**src/rtl/riscv_pkg.sv**
```systemverilog
// Shared types and constants for the RV32 execute datapath.
package riscv_pkg;

    localparam int XLEN_DEFAULT      = 32;
    localparam int REG_IDX_W_DEFAULT = 5;

    // funct3 encodings the execute stage understands
    localparam logic [2:0] F3_ADD_SUB = 3'b000;
    localparam logic [2:0] F3_XOR     = 3'b100;
    localparam logic [2:0] F3_OR      = 3'b110;
    localparam logic [2:0] F3_AND     = 3'b111;

    // One-hot ALU operation select; all-zero means the ALU outputs 0
    typedef struct packed {
        logic add_en;
        logic sub_en;
        logic xor_en;
        logic or_en;
        logic and_en;
    } alu_op_t;

endpackage

```
**src/rtl/ex_stage_if.sv**
```systemverilog
// ID/EX inputs, WB forwarding source, pipeline control and EX/MEM outputs.
interface ex_stage_if #(
    parameter int XLEN      = 32,
    parameter int REG_IDX_W = 5
) ();
    logic                 id_valid;
    logic [REG_IDX_W-1:0] id_rs1_idx;
    logic [REG_IDX_W-1:0] id_rs2_idx;
    logic [XLEN-1:0]      id_rs1_val;
    logic [XLEN-1:0]      id_rs2_val;
    logic [XLEN-1:0]      id_imm;
    logic                 id_use_imm;
    logic [2:0]           id_funct3;
    logic                 id_funct7b5;
    logic [REG_IDX_W-1:0] id_rd_idx;
    logic                 id_reg_write;
    logic [REG_IDX_W-1:0] wb_rd_idx;
    logic                 wb_reg_write;
    logic [XLEN-1:0]      wb_data;
    logic                 stall;
    logic                 flush;
    logic                 ex_valid;
    logic [REG_IDX_W-1:0] ex_rd_idx;
    logic                 ex_reg_write;
    logic [XLEN-1:0]      ex_result;
    logic [XLEN-1:0]      ex_rs2_fwd;
    logic                 ex_illegal;
    logic                 illegal_sticky;

    // Upstream pipeline side: drives ID/WB/control, observes EX/MEM
    modport master (
        output id_valid, id_rs1_idx, id_rs2_idx, id_rs1_val, id_rs2_val, id_imm,
               id_use_imm, id_funct3, id_funct7b5, id_rd_idx, id_reg_write,
               wb_rd_idx, wb_reg_write, wb_data, stall, flush,
        input  ex_valid, ex_rd_idx, ex_reg_write, ex_result, ex_rs2_fwd,
               ex_illegal, illegal_sticky
    );

    // Execute stage side
    modport slave (
        input  id_valid, id_rs1_idx, id_rs2_idx, id_rs1_val, id_rs2_val, id_imm,
               id_use_imm, id_funct3, id_funct7b5, id_rd_idx, id_reg_write,
               wb_rd_idx, wb_reg_write, wb_data, stall, flush,
        output ex_valid, ex_rd_idx, ex_reg_write, ex_result, ex_rs2_fwd,
               ex_illegal, illegal_sticky
    );
endinterface

```
**src/rtl/alu.sv**
```systemverilog
// Integer ALU driven by a one-hot operation select; no enable yields 0.
module alu
    import riscv_pkg::*;
#(
    parameter int XLEN = 32
) (
    input  alu_op_t         op,
    input  logic [XLEN-1:0] a,
    input  logic [XLEN-1:0] b,
    output logic [XLEN-1:0] y
);

    // Arithmetic wraps; no carry or overflow is reported
    always_comb begin
        y = '0;
        if (op.add_en)      y = a + b;
        else if (op.sub_en) y = a - b;
        else if (op.xor_en) y = a ^ b;
        else if (op.or_en)  y = a | b;
        else if (op.and_en) y = a & b;
    end

endmodule

```
**src/rtl/alu_decode.sv**
```systemverilog
// funct3/funct7 to one-hot ALU enable decode with unsupported-op detection.
module alu_decode
    import riscv_pkg::*;
(
    input  logic [2:0] funct3,
    input  logic       funct7b5,
    input  logic       use_imm,
    input  logic       valid,
    output alu_op_t    op,
    output logic       illegal
);

    // Bit 30 only selects SUB for register-register ops; ADDI ignores it
    always_comb begin
        op      = '0;
        illegal = 1'b0;
        if (valid) begin
            case (funct3)
                F3_ADD_SUB: begin
                    if (!use_imm && funct7b5) op.sub_en = 1'b1;
                    else                      op.add_en = 1'b1;
                end
                F3_XOR:  op.xor_en = 1'b1;
                F3_OR:   op.or_en  = 1'b1;
                F3_AND:  op.and_en = 1'b1;
                default: illegal   = 1'b1;
            endcase
        end
    end

endmodule

```
**src/rtl/ex_stage.sv**
```systemverilog
// Execute stage: operand forwarding, ALU, and the EX/MEM pipeline register.
module ex_stage
    import riscv_pkg::*;
#(
    parameter int XLEN      = XLEN_DEFAULT,
    parameter int REG_IDX_W = REG_IDX_W_DEFAULT
) (
    input  logic      clk,
    input  logic      rst,
    ex_stage_if.slave bus
);

    if (XLEN != 32) begin : g_bad_xlen
        $error("ex_stage: XLEN must be 32 to match alu");
    end

    logic                 ex_valid_q;
    logic [REG_IDX_W-1:0] ex_rd_q;
    logic                 ex_rw_q;
    logic [XLEN-1:0]      ex_result_q;
    logic [XLEN-1:0]      ex_rs2_q;
    logic                 ex_illegal_q;
    logic                 sticky_q;

    logic                 ex_fwd_ok;
    logic                 wb_fwd_ok;
    logic [XLEN-1:0]      rs1_fwd;
    logic [XLEN-1:0]      rs2_fwd;
    logic [XLEN-1:0]      arg2;
    logic [XLEN-1:0]      alu_y;
    alu_op_t              op;
    logic                 illegal;

    // A nonzero rd is required, so a hit implies the source index is nonzero
    // and x0 never forwards. EX/MEM is younger than WB and wins.
    assign ex_fwd_ok = ex_valid_q && ex_rw_q && (ex_rd_q != '0);
    assign wb_fwd_ok = bus.wb_reg_write && (bus.wb_rd_idx != '0);

    assign rs1_fwd = (ex_fwd_ok && ex_rd_q == bus.id_rs1_idx)        ? ex_result_q :
                     (wb_fwd_ok && bus.wb_rd_idx == bus.id_rs1_idx)  ? bus.wb_data :
                                                                      bus.id_rs1_val;
    assign rs2_fwd = (ex_fwd_ok && ex_rd_q == bus.id_rs2_idx)        ? ex_result_q :
                     (wb_fwd_ok && bus.wb_rd_idx == bus.id_rs2_idx)  ? bus.wb_data :
                                                                      bus.id_rs2_val;

    assign arg2 = bus.id_use_imm ? bus.id_imm : rs2_fwd;

    alu_decode u_dec (
        .funct3   (bus.id_funct3),
        .funct7b5 (bus.id_funct7b5),
        .use_imm  (bus.id_use_imm),
        .valid    (bus.id_valid),
        .op       (op),
        .illegal  (illegal)
    );

    alu #(.XLEN(XLEN)) u_alu (
        .op (op),
        .a  (rs1_fwd),
        .b  (arg2),
        .y  (alu_y)
    );

    // EX/MEM register: reset > flush > stall(hold) > capture.
    // Flush leaves data fields as-is since they are dead once valid drops.
    always_ff @(posedge clk) begin
        if (rst) begin
            ex_valid_q   <= 1'b0;
            ex_rd_q      <= '0;
            ex_rw_q      <= 1'b0;
            ex_result_q  <= '0;
            ex_rs2_q     <= '0;
            ex_illegal_q <= 1'b0;
            sticky_q     <= 1'b0;
        end else if (bus.flush) begin
            ex_valid_q   <= 1'b0;
            ex_rw_q      <= 1'b0;
            ex_illegal_q <= 1'b0;
        end else if (!bus.stall) begin
            ex_valid_q   <= bus.id_valid;
            ex_rd_q      <= bus.id_rd_idx;
            ex_rw_q      <= bus.id_valid && bus.id_reg_write;
            ex_result_q  <= alu_y;
            ex_rs2_q     <= rs2_fwd;
            ex_illegal_q <= bus.id_valid && illegal;
            if (bus.id_valid && illegal) sticky_q <= 1'b1;
        end
    end

    assign bus.ex_valid       = ex_valid_q;
    assign bus.ex_rd_idx      = ex_rd_q;
    assign bus.ex_reg_write   = ex_rw_q;
    assign bus.ex_result      = ex_result_q;
    assign bus.ex_rs2_fwd     = ex_rs2_q;
    assign bus.ex_illegal     = ex_illegal_q;
    assign bus.illegal_sticky = sticky_q;

endmodule

```
**src/flat_wrapper.sv**
```systemverilog
// flat-port wrapper written by rule: the top's interface ports become plain ports
module ex_stage_flat import riscv_pkg::*;
#(
    parameter int XLEN      = XLEN_DEFAULT,
    parameter int REG_IDX_W = REG_IDX_W_DEFAULT
)
  (clk, rst, bus_id_valid, bus_id_rs1_idx, bus_id_rs2_idx, bus_id_rs1_val, bus_id_rs2_val, bus_id_imm, bus_id_use_imm, bus_id_funct3, bus_id_funct7b5, bus_id_rd_idx, bus_id_reg_write, bus_wb_rd_idx, bus_wb_reg_write, bus_wb_data, bus_stall, bus_flush, bus_ex_valid, bus_ex_rd_idx, bus_ex_reg_write, bus_ex_result, bus_ex_rs2_fwd, bus_ex_illegal, bus_illegal_sticky);
  ex_stage_if #(.XLEN(XLEN), .REG_IDX_W(REG_IDX_W)) bus_i ();
  input  logic clk;
  input  logic rst;
  input wire logic [$bits(bus_i.id_valid)-1:0] bus_id_valid;
  input wire logic [$bits(bus_i.id_rs1_idx)-1:0] bus_id_rs1_idx;
  input wire logic [$bits(bus_i.id_rs2_idx)-1:0] bus_id_rs2_idx;
  input wire logic [$bits(bus_i.id_rs1_val)-1:0] bus_id_rs1_val;
  input wire logic [$bits(bus_i.id_rs2_val)-1:0] bus_id_rs2_val;
  input wire logic [$bits(bus_i.id_imm)-1:0] bus_id_imm;
  input wire logic [$bits(bus_i.id_use_imm)-1:0] bus_id_use_imm;
  input wire logic [$bits(bus_i.id_funct3)-1:0] bus_id_funct3;
  input wire logic [$bits(bus_i.id_funct7b5)-1:0] bus_id_funct7b5;
  input wire logic [$bits(bus_i.id_rd_idx)-1:0] bus_id_rd_idx;
  input wire logic [$bits(bus_i.id_reg_write)-1:0] bus_id_reg_write;
  input wire logic [$bits(bus_i.wb_rd_idx)-1:0] bus_wb_rd_idx;
  input wire logic [$bits(bus_i.wb_reg_write)-1:0] bus_wb_reg_write;
  input wire logic [$bits(bus_i.wb_data)-1:0] bus_wb_data;
  input wire logic [$bits(bus_i.stall)-1:0] bus_stall;
  input wire logic [$bits(bus_i.flush)-1:0] bus_flush;
  output wire logic [$bits(bus_i.ex_valid)-1:0] bus_ex_valid;
  output wire logic [$bits(bus_i.ex_rd_idx)-1:0] bus_ex_rd_idx;
  output wire logic [$bits(bus_i.ex_reg_write)-1:0] bus_ex_reg_write;
  output wire logic [$bits(bus_i.ex_result)-1:0] bus_ex_result;
  output wire logic [$bits(bus_i.ex_rs2_fwd)-1:0] bus_ex_rs2_fwd;
  output wire logic [$bits(bus_i.ex_illegal)-1:0] bus_ex_illegal;
  output wire logic [$bits(bus_i.illegal_sticky)-1:0] bus_illegal_sticky;
  assign bus_i.id_valid = bus_id_valid;
  assign bus_i.id_rs1_idx = bus_id_rs1_idx;
  assign bus_i.id_rs2_idx = bus_id_rs2_idx;
  assign bus_i.id_rs1_val = bus_id_rs1_val;
  assign bus_i.id_rs2_val = bus_id_rs2_val;
  assign bus_i.id_imm = bus_id_imm;
  assign bus_i.id_use_imm = bus_id_use_imm;
  assign bus_i.id_funct3 = bus_id_funct3;
  assign bus_i.id_funct7b5 = bus_id_funct7b5;
  assign bus_i.id_rd_idx = bus_id_rd_idx;
  assign bus_i.id_reg_write = bus_id_reg_write;
  assign bus_i.wb_rd_idx = bus_wb_rd_idx;
  assign bus_i.wb_reg_write = bus_wb_reg_write;
  assign bus_i.wb_data = bus_wb_data;
  assign bus_i.stall = bus_stall;
  assign bus_i.flush = bus_flush;
  assign bus_ex_valid = bus_i.ex_valid;
  assign bus_ex_rd_idx = bus_i.ex_rd_idx;
  assign bus_ex_reg_write = bus_i.ex_reg_write;
  assign bus_ex_result = bus_i.ex_result;
  assign bus_ex_rs2_fwd = bus_i.ex_rs2_fwd;
  assign bus_ex_illegal = bus_i.ex_illegal;
  assign bus_illegal_sticky = bus_i.illegal_sticky;
  ex_stage #(.XLEN(XLEN), .REG_IDX_W(REG_IDX_W)) u_core (.clk(clk), .rst(rst), .bus(bus_i));
endmodule
```
**config.mk**
```make
export PLATFORM = sky130hd
export DESIGN_NAME = ex_stage_flat
export DESIGN_NICKNAME = d
export VERILOG_FILES = /design/src/rtl/riscv_pkg.sv /design/src/rtl/ex_stage_if.sv /design/src/rtl/alu.sv /design/src/rtl/alu_decode.sv /design/src/rtl/ex_stage.sv /design/src/flat_wrapper.sv
export SDC_FILE = /design/constraint.sdc
export NUM_CORES = 1
export LEC_CHECK = 0
export BUFFER_PORTS_ARGS = -buffer_cell sky130_fd_sc_hd__buf_4
export CAP_MARGIN = 20
export CORE_MARGIN = 2
export CORE_UTILIZATION = 47
export CTS_CLUSTER_SIZE = 30
export DETAILED_ROUTE_END_ITERATION = 12
export PLACE_DENSITY = 0.69
export SYNTH_ARGS = -nofsm -noshare
export SYNTH_HDL_FRONTEND = slang
export SYNTH_SLANG_ARGS = --single-unit
```
**constraint.sdc**
```tcl
create_clock -name clk -period 9 [get_ports clk]
set_input_delay 1.35 -clock clk [delete_from_list [all_inputs] [get_ports clk]]
set_output_delay 1.35 -clock clk [all_outputs]
set_load 0.05 [all_outputs]
```
# Word level (Yosys, flattened, before mapping)
# Index checks and enable logic that the tools add are counted.
# totals
regBits	73
inputBits	160
output_inout_bits	73
wordCells	58
# op_classes
n_addsub	2
eq_ne	7
mux	19
bitwise	5
reduce_logical	18
# ops
op	count
two-way mux 32 bit	10
adder 32 bit	1
AND 32 bit	1
bitwise OR 32 bit	1
subtractor 32 bit	1
XOR 32 bit	1
== test 5 bit	4
logical AND 1 bit	10
nonzero test 5 bit	2
== test 3 bit (second input constant)	3
two-way mux 1 bit	7
two-way mux 5 bit	1
OR reduction 4 bit	1
logical NOT 3 bit	1
AND reduction 3 bit	1
two-way mux 2 bit	1
inverter 1 bit	2
AND reduction 2 bit	1
OR reduction 2 bit	1
logical NOT 1 bit	1

# Logic depth before layout (Yosys ltp)
# Gate-level depths: netlist (run 1).
# logic_depth
word_depth	12
mapped_depth	20
ltp_nobuf	19

# Modules after synthesis
# Synthesis (run 1) repeated with hierarchy kept, for this count alone.
# hier_totals
cells_unflattened	1579
hier_area_um2	10834.1
# by_module_without_submodules
module	instances	cells_per_inst	area_each_um2	seq_area_each_um2
alu	1	842	5426.5	0.0
ex_stage	1	724	5326.4	1461.4
alu_decode	1	13	81.3	0.0

# Worst setup path before layout (run 1)
# OpenSTA, ideal clock, no wires.
# synth_path
path_kind	input to register
from	in bus_wb_rd_idx[1]
to	reg u_core.ex_result_q[24] (netlist: u_core.bus.ex_result[24])
setup_time_ps	133
arrival_time_ps	5751
required_time_ps	8867
slack_ps	3116
path_stages	19
n_path_buf	2
path_cell_list	or4_1 -> o211ai_1 -> nor2_1 -> buf_1 -> mux2i_1 -> o21ai_0 -> mux2_2 -> ha_1 -> clkbuf_1 -> nand2b_1 -> a2111oi_0 -> a2111o_1 -> a41oi_1 -> a2bb2oi_1 -> a311oi_1 -> or4b_1 -> nor4b_4 -> a2111oi_4 -> nor4_2
# synth_between
elab_chain_len	12
elab_cells_between_ends	21
cone_classes	add/sub: 2; eq/ne: 2; mux: 10; bitwise: 3; reduce/logical: 4
# synth_rtl
item	line_no	text
start, declared	flat_wrapper.sv:22	input wire logic [$bits(bus_i.wb_rd_idx)-1:0] bus_wb_rd_idx;
branches (longest 11 deep; another with subtractor 32 bit)	n/a	
two-way mux 32 bit *	alu.sv:16	if (op.add_en) y = a + b;
end signal, assigned	ex_stage.sv:83	ex_result_q <= alu_y;
end, declared	ex_stage.sv:20	logic [XLEN-1:0] ex_result_q;
# Mark *: on every way between the ends.
# A chain may end at the register's enable or synchronous reset.

# Final worst setup path (run 1)
# layout_path
from	in bus_wb_rd_idx[1]
to	reg u_core.ex_result_q[31] (netlist: u_core.bus.ex_result[31])
# Same word-level chain as after synthesis.

==> results of run 1 <==
-- layer usage --
| layer | part of all wire, % | GRT usage, % | wire length [um] |
|---|---|---|---|
| met5 | 0 | 0 | 0 |
| met4 | 1.6 | 7.77 | 597 |
| met3 | 10 | 6.46 | 3850 |
| met2 | 42 | 51.3 | 15500 |
| met1 | 46 | 50.7 | 17000 |
-- power groups by stage --
| stage | Sequential [mW] | Combinational (mW) | Clock [mW] |
|---|---|---|---|
| 6_report | 0.359 | 0.627 | 0.404 |
| 5_1_grt | 0.361 | 0.675 | 0.413 |
| 4_1_cts | 0.358 | 0.612 | 0.406 |
| 3_5_place_dp | 0.366 | 0.609 | 0 |
| 3_3_place_gp | 0.365 | 0.606 | 0 |
| 2_1_floorplan | 0.417 | 0.356 | 0 |
-- final cells by class --
type                       instances  area [um2]  share of cell area (%)
sequential                        73        1460                    12.7
clock buffer                      10         239                    2.08
timing repair buffer             246        1850                    16.1
inverter                          99         372                    3.24
clock inverter                     6        72.6                   0.632
multi-input combinational       1046        7160                    62.3
tap                              265         332                    2.89
-- metrics by stage --
step,hold slack [ns],instances,setup slack (ns)
2_1_floorplan,0.675,1295,3.12
6_report,0.453,1745,2.54
4_1_cts,0.455,1745,2.61
5_1_grt,0.470,1745,2.20
3_3_place_gp,0.443,1729,2.35
3_5_place_dp,0.447,1729,2.28
-- synthesized netlist by cell type (all sizes together) (5+ instances only) --
library cell  count
mux2             30
a311oi            7
and2              5
nor3b             5
nand3            16
a31oi             7
mux2i            65
nor3             33
o22ai             6
nand2b            8
nand4             7
xor2              5
o21a             29
nand2           183
a221oi           19
clkbuf           64
ha              105
nor4              5
inv              98
o211ai           18
or3               9
nor2b            10
xnor2            44
a21oi           115
o21bai            8
a211oi           25
o31ai             7
dfxtp            73
a21o              8
o21ai           111
nor2             96
buf              13
-- state kept, by name (all words and copies together), names as in the netlist --
register,count
u_core.bus.ex_illegal,1
u_core.bus.ex_rd_idx,5
u_core.bus.ex_reg_write,1
u_core.bus.ex_result,32
u_core.bus.ex_rs2_fwd,32
u_core.bus.ex_valid,1
u_core.bus.illegal_sticky,1
-- critical path: cells and delay by family --
kind	cells	cell delay, ns
adder cells (fa/ha/maj)	1	0.41
multiplexers	2	0.56
AO/OA/AOI/OAI	8	2.45
AND/OR/NAND/NOR	6	1.46
buffers and inverters	2	0.45
-- cells by family after synthesis --
| family | Yosys count |
|---|---|
| compound gates | 402 |
| xor+xnor | 49 |
| fa+ha+maj | 107 |
| buf+inv | 176 |
| flops | 73 |
| mux | 95 |
| simple gates | 393 |
-- worst paths after layout --
check / startpoint / slack (ns) / end
min reg2reg: u_core.bus.ex_rs2_fwd[16] / 0.45 / u_core.bus.ex_rs2_fwd[16]
min: u_core.bus.ex_rs2_fwd[16] / 0.45 / u_core.bus.ex_rs2_fwd[16]
max: bus_wb_rd_idx[1] / 2.54 / u_core.bus.ex_result[31]
max reg2reg: u_core.bus.ex_rd_idx[0] / 3.43 / u_core.bus.ex_result[31]
==> flow_summary.json, run 1 <==
{
  "status": "finished clean",
  "synth_top_area_cell": "dfxtp_1",
  "wl_per_cell_um": 21.1,
  "critical_path_class": "in -> reg",
  "cts-resized-gates": 0,
  "synth_cell_types": 73,
  "critPathRequiredTime_ns": 9.25,
  "ios": 233,
  "antenna_found_initial": 0,
  "die_h_um": 144,
  "cp.arrival_ns": 6.71,
  "worstSetupEndpointType": "register",
  "num-fill-cells": 1908,
  "max_stage_delay_ns": 0.56,
  "drt_iter0_markers": 916,
  "cp_max_fo": 31,
  "cts_sinks": 73,
  "clock_latency_ns": 0.36,
  "final_common_cell": "buf_4",
  "cts_tree": "done",
  "rsz0062_at_grt": "false",
  "drt_first_pass_iters": 5,
  "track_usage_pct": 34.2,
  "initial_core_util_pct": 47.6,
  "intPower_mw": 0.810,
  "clk_path_buf_depth": 2,
  "ir_drop_v": 0.0000847,
  "numCtsBuffers": 9,
  "cap_violations": 0,
  "ys_warn_count": 0,
  "synth.avg_cell_area_um2": 7.14,
  "place_congestion": 0.974,
  "clock.fmax_ghz": 0.155,
  "synthMuxAreaShare_pct": 10.7,
  "drc_errors": 0,
  "port-buffer-count": 232,
  "grt_max_degree": 73,
  "synth-compound-area-share_pct": 28.1,
  "min_path_type": "reg -> reg",
  "setup_viol": 0,
  "postCtsSetupRepairBufs": 0,
  "startpoint_type": "input pin",
  "std_cell_rows": 51,
  "synth_seq_cells": 73,
  "power_frac_comb_pct": 45.1,
  "synthesis.instances": 1295,
  "nNetsFinal": 1742,
  "dieArea_um2": 20800,
  "synth-simple-area-share_pct": 19.0,
  "p_sw_mw": 0.580,
  "ant_nets": 0,
  "whs_path_depth": 2,
  "clock-root-buffer": "clkbuf_16",
  "synthArstFlopShare_pct": 0,
  "hold_viol_final": 0,
  "postCtsHoldBufs": 0,
  "power_frac_seq_pct": 25.8,
  "ff2ff_path_depth": 18,
  "post_synth_fa_ha_maj_area_fraction_pct": 14.6,
  "ys_seq_area_share_pct": 15.8,
  "die_width_um": 144,
  "fin_skew_ns": 0.0172,
  "p_per_area_nw_per_um2": 121,
  "syn_area_um2": 9240,
  "syn_nets": 1562,
  "core_area_um2": 19400,
  "grt_pass1_vias": 9400,
  "grt_pass1_wl_mm": 54.5,
  "tns_ns": 0,
  "placed_area_um2": 11200,
  "crit_slowest_cell": "or4_1",
  "maxSlewHeadroom_pct": 27.6,
  "synthToLayoutAreaGrowth_pct": 24.2,
  "yosys.area.top_type_share_pct": 15.8,
  "final_cell_mix": "246 x buf_4, 183 x nand2_1, 115 x a21oi_1, 111 x o21ai_0, 105 x ha_1",
  "finalCriticalPeriod_ns": 6.46,
  "leakagePower_nw": 4.82,
  "drv_slew": 0,
  "synthXorXnorAreaFrac_pct": 4.64,
  "clk_transition_reported_paths_ns": 0.08,
  "h-tree-depth": 3,
  "fin_total_pwr_mw": 1.39,
  "switching_share_pct": 41.7,
  "fin_crit_sh_pct": 71.8,
  "clockPowerShare_pct": 29.1,
  "synth_top_family_by_area": "compound AO/OA/AOI/OAI gates",
  "final_core_util_pct": 59.2,
  "worst_pin_slew_ns": 1.09,
  "diodes": 0,
  "crit_chain": "buf_4, or4_1, o211ai_1, nor2_4, buf_4, mux2i_1, o21ai_0, mux2_2, ha_1, or3_1, o221ai_1, o211ai_1, a311oi_1, nor2_1, o41ai_1, nand2_1, nand3_1, a311oi_1, a221o_1",
  "synth_edf_count": 0,
  "dpl.hpwl_mm": 28.2,
  "fin_area_um2": 11500,
  "vias": 10300,
  "synth_area_leaders": "dfxtp_1 16%, ha_1 14%, nand2_1 7.4%, mux2i_1 7.0%, a21oi_1 6.2%",
  "drt_wl_total_mm": 36.9,
  "synth_ff_type": "dfxtp_1",
  "drive_above_1_share_pct": 21.3,
  "via_per_inst": 5.92,
  "grt_overflow_total": 0
}
Note: power is estimated with default switching activity, not from simulation.
==> run 2, diff against run 1 <==
--- a/config.mk
+++ b/config.mk
@@ -5,13 +5,14 @@
 export SDC_FILE = /design/constraint.sdc
 export NUM_CORES = 1
 export LEC_CHECK = 0
+export ABC_AREA = 1
 export BUFFER_PORTS_ARGS = -buffer_cell sky130_fd_sc_hd__buf_4
 export CAP_MARGIN = 20
 export CORE_MARGIN = 2
 export CORE_UTILIZATION = 47
 export CTS_CLUSTER_SIZE = 30
 export DETAILED_ROUTE_END_ITERATION = 12
-export PLACE_DENSITY = 0.69
+export PLACE_DENSITY = 0.71
 export SYNTH_ARGS = -nofsm -noshare
 export SYNTH_HDL_FRONTEND = slang
 export SYNTH_SLANG_ARGS = --single-unit
==> constraint.sdc (replaced) <==
create_clock -name clk -period 5.83 [get_ports clk]
set_input_delay 0.8745 -clock clk [delete_from_list [all_inputs] [get_ports clk]]
set_output_delay 0.8745 -clock clk [all_outputs]
set_load 0.05 [all_outputs]
==> run 2 against run 1 <==
  * Largest cell class unchanged
  * Routed wire length increased by 4.9%
  * Count of clock-buffer cells in the layout did not move
  * Setup slack lost 1.7 ns
  * Utilization decreased by 0.27 points
  * Largest power group unchanged
  * Critical path depth grew 8
  * Synthesized area rose by 4.1%
  * Critical endpoint is now u_core.bus.ex_result[22]
  * Sequential cell count did not move
  * Critical path type unchanged
  * First-iteration DRC count is 29% higher
==> flow_summary.json, run 2 <==
{
  "status": "finished clean",
  "critPathRequiredTime_ns": 6.09,
  "postCtsHoldBufs": 0,
  "p_per_area_nw_per_um2": 194,
  "numCtsBuffers": 9,
  "die_h_um": 147,
  "grt_pass1_wl_mm": 59.5,
  "vias": 11600,
  "startpoint_type": "input pin",
  "cp.arrival_ns": 5.22,
  "ant_nets": 0,
  "cap_violations": 0,
  "final_cell_mix": "262 x inv_1, 250 x buf_4, 204 x o21ai_0, 196 x nor2_1, 184 x nand2_1",
  "syn_nets": 1845,
  "dpl.hpwl_mm": 29.8,
  "grt_pass1_vias": 10700,
  "stdcell_count": 2034,
  "p_sw_mw": 0.991,
  "synth_top_area_cell": "dfxtp_1",
  "synth_cell_types": 55,
  "drt_wl_total_mm": 38.7,
  "clock_latency_ns": 0.36,
  "path_buf_inv": 6,
  "placed_cells": 2018,
  "port-buffer-count": 232,
  "antenna_found_initial": 0,
  "drv_slew": 0,
  "ys_warn_count": 0,
  "clk_transition_reported_paths_ns": 0.07,
  "diodes": 0,
  "whs_path_depth": 2,
  "ir_drop_v": 0.000152,
  "tns_ns": 0,
  "ys_seq_area_share_pct": 15.2,
  "grt_max_degree": 87,
  "crit_cells": 27,
  "synth_area_leaders": "dfxtp_1 15%, ha_1 14%, o21ai_0 11%, inv_1 10%, nor2_1 7.7%",
  "intPower_mw": 1.31,
  "rsz0062_at_grt": "false",
  "drc_errors": 0,
  "final_core_util_pct": 58.9,
  "wl_per_cell_um": 19.0,
  "drt_first_pass_iters": 8,
  "finalWorstSetupSlack_ns": 0.869,
  "cts_sinks": 73,
  "worst_pin_slew_ns": 1.18,
  "fin_skew_ns": 0.00938,
  "grt_overflow_total": 0,
  "power_frac_seq_pct": 24.2,
  "die_width_um": 147,
  "synth_edf_count": 0,
  "fin_total_pwr_mw": 2.31,
  "finalCriticalPeriod_ns": 4.96,
  "place_congestion": 1.01,
  "leakagePower_nw": 6.08,
  "synthesis.instances": 1578,
  "via_per_inst": 5.68,
  "crit_top_cell": "inv_1",
  "synthArstFlopShare_pct": 0,
  "final_common_cell": "inv_1",
  "cts_tree": "done",
  "cp_max_fo": 22,
  "switching_share_pct": 43.0,
  "drive_above_1_share_pct": 19.6,
  "cts-resized-gates": 0,
  "crit_slowest_cell": "inv_1",
  "postCtsSetupRepairBufs": 0,
  "syn_area_um2": 9630,
  "h-tree-depth": 3,
  "pre_cts_slack_ns": 0.582,
  "initial_core_util_pct": 47.7,
  "core_area_um2": 20200,
  "power_frac_comb_pct": 46.1,
  "setup_viol": 0,
  "clk_path_buf_depth": 2,
  "cp_top_family": "compound AO/OA/AOI/OAI gates",
  "synth_ff_type": "dfxtp_1",
  "min_path_type": "reg -> reg",
  "std_cell_rows": 52,
  "yosys.area.top_type_share_pct": 15.2,
  "hold_viol_final": 0,
  "track_usage_pct": 34.9,
  "num-fill-cells": 2024,
  "critical_path_class": "in -> reg",
  "max_stage_delay_ns": 0.55,
  "fin_crit_sh_pct": 85.1,
  "dieArea_um2": 21600,
  "nNetsFinal": 2026,
  "ff2ff_path_depth": 25,
  "clock.fmax_ghz": 0.202,
  "synth_common_cells": "262 x inv_1, 204 x o21ai_0, 198 x nor2_1, 184 x nand2_1, 118 x a21oi_1",
  "synth.most_common_cell": "inv_1",
  "worstSetupEndpointType": "register",
  "maxSlewHeadroom_pct": 21.1,
  "clock-root-buffer": "clkbuf_16",
  "ios": 233,
  "synth.avg_cell_area_um2": 6.10,
  "synth_seq_cells": 73,
  "clockPowerShare_pct": 29.7,
  "drt_iter0_markers": 1178,
  "synthToLayoutAreaGrowth_pct": 23.4
}
## run 2: changes by cell type after synthesis, moves of 22 or more
cell | previous run | this run
mux2_2 | 30 | 0
nor3_1 | 33 | 11
mux2i_1 | 65 | 0
nand3_1 | 16 | 55
o21a_1 | 29 | 3
o21ai_0 | 111 | 204
inv_1 | 98 | 262
or2_2 | 2 | 39
o22ai_1 | 6 | 37
xnor2_1 | 44 | 11
xor2_1 | 5 | 30
nor2_1 | 96 | 198
a211oi_1 | 25 | 2
## run 2: cells by family (layout without fill, tap and decap cells)
group           after synthesis  count (layout)  synth area share (%)
compound gates              483             483                  29.2
simple gates                522             522                  23.8
buf+inv                     352             538                  14.1
xor+xnor                     41              41                  3.73
fa+ha+maj                   107             107                  14.1
flops                        73              73                  15.2
## run 2: power by group through the flow
stage	Sequential, mW	Combinational (mW)	Clock [mW]
2_1_floorplan	0.670	0.585	0
6_report	0.559	1.06	0.685
3_5_place_dp	0.569	1.03	0
4_1_cts	0.558	1.04	0.692
5_1_grt	0.561	1.16	0.710
3_3_place_gp	0.569	1.02	0
## run 2: per-layer routing
metal / track usage [%] / routed length [um]
met4: 8.17 / 731
met2: 53.2 / 16800
met1: 49.3 / 16800
met5: 0 / 0
met3: 8.98 / 4330
## run 2: final timing paths
| path | from | slack (ns) | to |
|---|---|---|---|
| worst max register to register | u_core.bus.ex_rd_idx[4] | 1.02 | u_core.bus.ex_result[22] |
| worst min register to register | u_core.bus.ex_valid | 0.48 | u_core.bus.ex_valid |
| worst max-delay path | bus_id_rs1_idx[0] | 0.87 | u_core.bus.ex_result[22] |
| worst min-delay path | u_core.bus.ex_valid | 0.48 | u_core.bus.ex_valid |
## run 2: cell type report
class                      count  area [um2]  area share [%]
clock buffer                  10         229            1.93
clock inverter                 6         113           0.948
inverter                     271        1020            8.60
multi-input combinational   1153        6820            57.4
sequential                    73        1460            12.3
tap                          270         338            2.84
timing repair buffer         251        1900            16.0
## run 2: stage by stage
step,cell area (um2),hold WS (ns)
after global routing,11900,0.511
final,11900,0.478
after global placement,11500,0.457
after CTS,11900,0.479
after detailed placement,11500,0.466
after floorplan,9630,0.691
## run 2: worst reg2reg max path, stage by stage (launching register included)
cell	delay [ns]
dfxtp_1	0.47
nor2_1	0.09
nand3_1	0.07
nand2_1	0.08
nor3_2	0.24
nand2_2	0.50
nand3_1	0.30
o21ai_0	0.19
inv_1	0.12
ha_1	0.17
inv_1	0.08
fa_1	0.43
inv_1	0.09
nand3_1	0.07
nand2_1	0.13
a21oi_1	0.13
o21ai_2	0.29
a21oi_2	0.14
o21ai_1	0.26
a21boi_1	0.17
o21bai_1	0.22
a21oi_1	0.08
o21ai_0	0.12
nand4_1	0.13
nand2_1	0.11
inv_1	0.04
==> run 3, diff against run 2 <==
--- a/config.mk
+++ b/config.mk
@@ -8,11 +8,13 @@
 export ABC_AREA = 1
 export BUFFER_PORTS_ARGS = -buffer_cell sky130_fd_sc_hd__buf_4
 export CAP_MARGIN = 20
+export CELL_PAD_IN_SITES_DETAIL_PLACEMENT = 2
+export CELL_PAD_IN_SITES_GLOBAL_PLACEMENT = 2
 export CORE_MARGIN = 2
-export CORE_UTILIZATION = 47
+export CORE_UTILIZATION = 26
 export CTS_CLUSTER_SIZE = 30
 export DETAILED_ROUTE_END_ITERATION = 12
-export PLACE_DENSITY = 0.71
+export PLACE_DENSITY = 0.76
 export SYNTH_ARGS = -nofsm -noshare
 export SYNTH_HDL_FRONTEND = slang
 export SYNTH_SLANG_ARGS = --single-unit
==> run 3 against run 2 <==
  * Sequential cell count did not move
  * Routed wire length rose by 32%
  * Sequential share of layout area fell by 0.23 points
  * Critical endpoint unchanged
  * Critical path depth rose by 2
  * Sequential power rose by 0.7%
  * Clock power fell by 18%
  * Power fell by 2.7%
  * Highest routed layer unchanged
==> flow_summary.json, run 3 (synthesized netlist as in run 2, its figures left out) <==
{
  "status": "finished clean",
  "fin_skew_ns": 0.0156,
  "grt_pass1_wl_mm": 77.4,
  "antenna_found_initial": 0,
  "critPathRequiredTime_ns": 6.09,
  "final_common_cell": "inv_1",
  "wl_per_cell_um": 22.8,
  "drc_errors": 0,
  "port-buffer-count": 232,
  "clk_path_buf_depth": 2,
  "drt_iter0_markers": 678,
  "track_usage_pct": 26.2,
  "worst_pin_slew_ns": 1.02,
  "clock_latency_ns": 0.37,
  "via_per_inst": 5.31,
  "hold_start": "u_core.bus.ex_valid",
  "r2r_slack_ns": 0.95,
  "worstSetupEndpointType": "register",
  "ant_nets": 0,
  "hold_end": "u_core.bus.ex_valid",
  "p_per_area_nw_per_um2": 185,
  "cp_top_family": "compound AO/OA/AOI/OAI gates",
  "ir_drop_v": 0.000112,
  "ff2ff_path_depth": 25,
  "r2r_end": "u_core.bus.ex_result[21]",
  "reg2reg_from": "u_core.bus.ex_rd_idx[0]",
  "drive_above_1_share_pct": 19.9,
  "grt_max_degree": 67,
  "min_path_type": "reg -> reg",
  "drt_first_pass_iters": 5,
  "nNetsFinal": 2031,
  "clk_transition_reported_paths_ns": 0.07,
  "numCtsBuffers": 9,
  "max_stage_delay_ns": 0.44,
  "crit_slowest_cell": "inv_1",
  "dieArea_um2": 38600,
  "leakagePower_nw": 6.08,
  "cap_violations": 0,
  "vias": 11900,
  "ios": 233,
  "setup_viol": 0,
  "die_width_um": 196,
  "tns_ns": 0,
  "cts_sinks": 73,
  "clock.fmax_ghz": 0.195,
  "diodes": 0,
  "cp.arrival_ns": 5.39,
  "place_congestion": 0.900,
  "rsz0062_at_grt": "false",
  "fin_crit_sh_pct": 87.9,
  "dpl.hpwl_mm": 40.6,
  "grt_pass1_vias": 12700,
  "finalCriticalPeriod_ns": 5.13,
  "critical_path_class": "in -> reg",
  "grtUsageMet2_pct": 42.1,
  "cts_tree": "done",
  "postCtsSetupRepairBufs": 0,
  "final_cell_mix": "262 x inv_1, 255 x buf_4, 204 x o21ai_0, 196 x nor2_1, 184 x nand2_1",
  "path_buf_inv": 7,
  "maxSlewHeadroom_pct": 31.9,
  "clock-root-buffer": "clkbuf_16",
  "met1_usage_pct": 36.9,
  "grt.busiest_layer": "met2",
  "drt_wl_total_mm": 50.9,
  "die_h_um": 196,
  "hold_viol_final": 0,
  "crit_top_cell": "inv_1",
  "whs_path_depth": 2,
  "fin_hold_ws_ns": 0.490,
  "num-fill-cells": 4594,
  "std_cell_rows": 70,
  "drv_slew": 0,
  "cts-resized-gates": 0,
  "initial_core_util_pct": 26.4,
  "core_area_um2": 36500,
  "startpoint_type": "input pin",
  "h-tree-depth": 3,
  "cp_max_fo": 13,
  "synthToLayoutAreaGrowth_pct": 25.8,
  "grt_use_met3_pct": 2.94,
  "postCtsHoldBufs": 0,
  "grt_overflow_total": 0,
  "final_core_util_pct": 33.1
}
## run 3: power by group
group	total (mW)	internal [mW]	switching [mW]
sequential	0.563	0.531	0.0322
clock	0.562	0.297	0.265
combinational	1.12	0.367	0.753
total	2.24	1.19	1.05
## run 3: cell type report
| class | instances | area, um2 | area share [%] |
|---|---|---|---|
| repair buffers | 256 | 1930 | 16.0 |
| multi-input cells | 1153 | 6830 | 56.4 |
| well taps | 468 | 586 | 4.84 |
| clock buffers | 10 | 239 | 1.97 |
| clock inverters | 5 | 32.5 | 0.269 |
| flip-flops and latches | 73 | 1460 | 12.1 |
| inverters | 271 | 1020 | 8.44 |
## run 3: through the flow
stage	cells	area (um2)	setup WS, ns	total power, mW
after floorplan	1578	9630	1.65	1.25
after global placement	2221	11800	0.620	1.65
after detailed placement	2221	11800	0.412	1.68
after CTS	2236	12100	0.750	2.25
after global routing	2236	12100	0.256	2.39
final	2236	12100	0.703	2.24
## run 3: tightest hold or removal path: stages, from the launching register on
cell	delay [ns]
dfxtp_1	0.33
nand2_1	0.07
a21oi_1	0.05
## run 3: how the worst max path moves through the flow
stage,from,endpoint,slack [ns],cells past startpoint
floorplan,bus_id_rs2_idx[0],u_core.bus.ex_result[31],1.65,24
global placement,bus_wb_rd_idx[0],u_core.bus.ex_result[21],0.62,29
detailed placement,bus_wb_rd_idx[1],u_core.bus.ex_result[22],0.41,29
CTS,bus_wb_rd_idx[1],u_core.bus.ex_result[22],0.75,29
global route,bus_wb_rd_idx[0],u_core.bus.ex_result[21],0.26,29
finish,bus_wb_rd_idx[1],u_core.bus.ex_result[22],0.70,29
## run 3: layer usage
layer,routed length (um),vias to the layer above
met5,0,-
met4,1140,0
met3,2180,54
met2,23200,270
met1,24400,5976
li1,-,5572
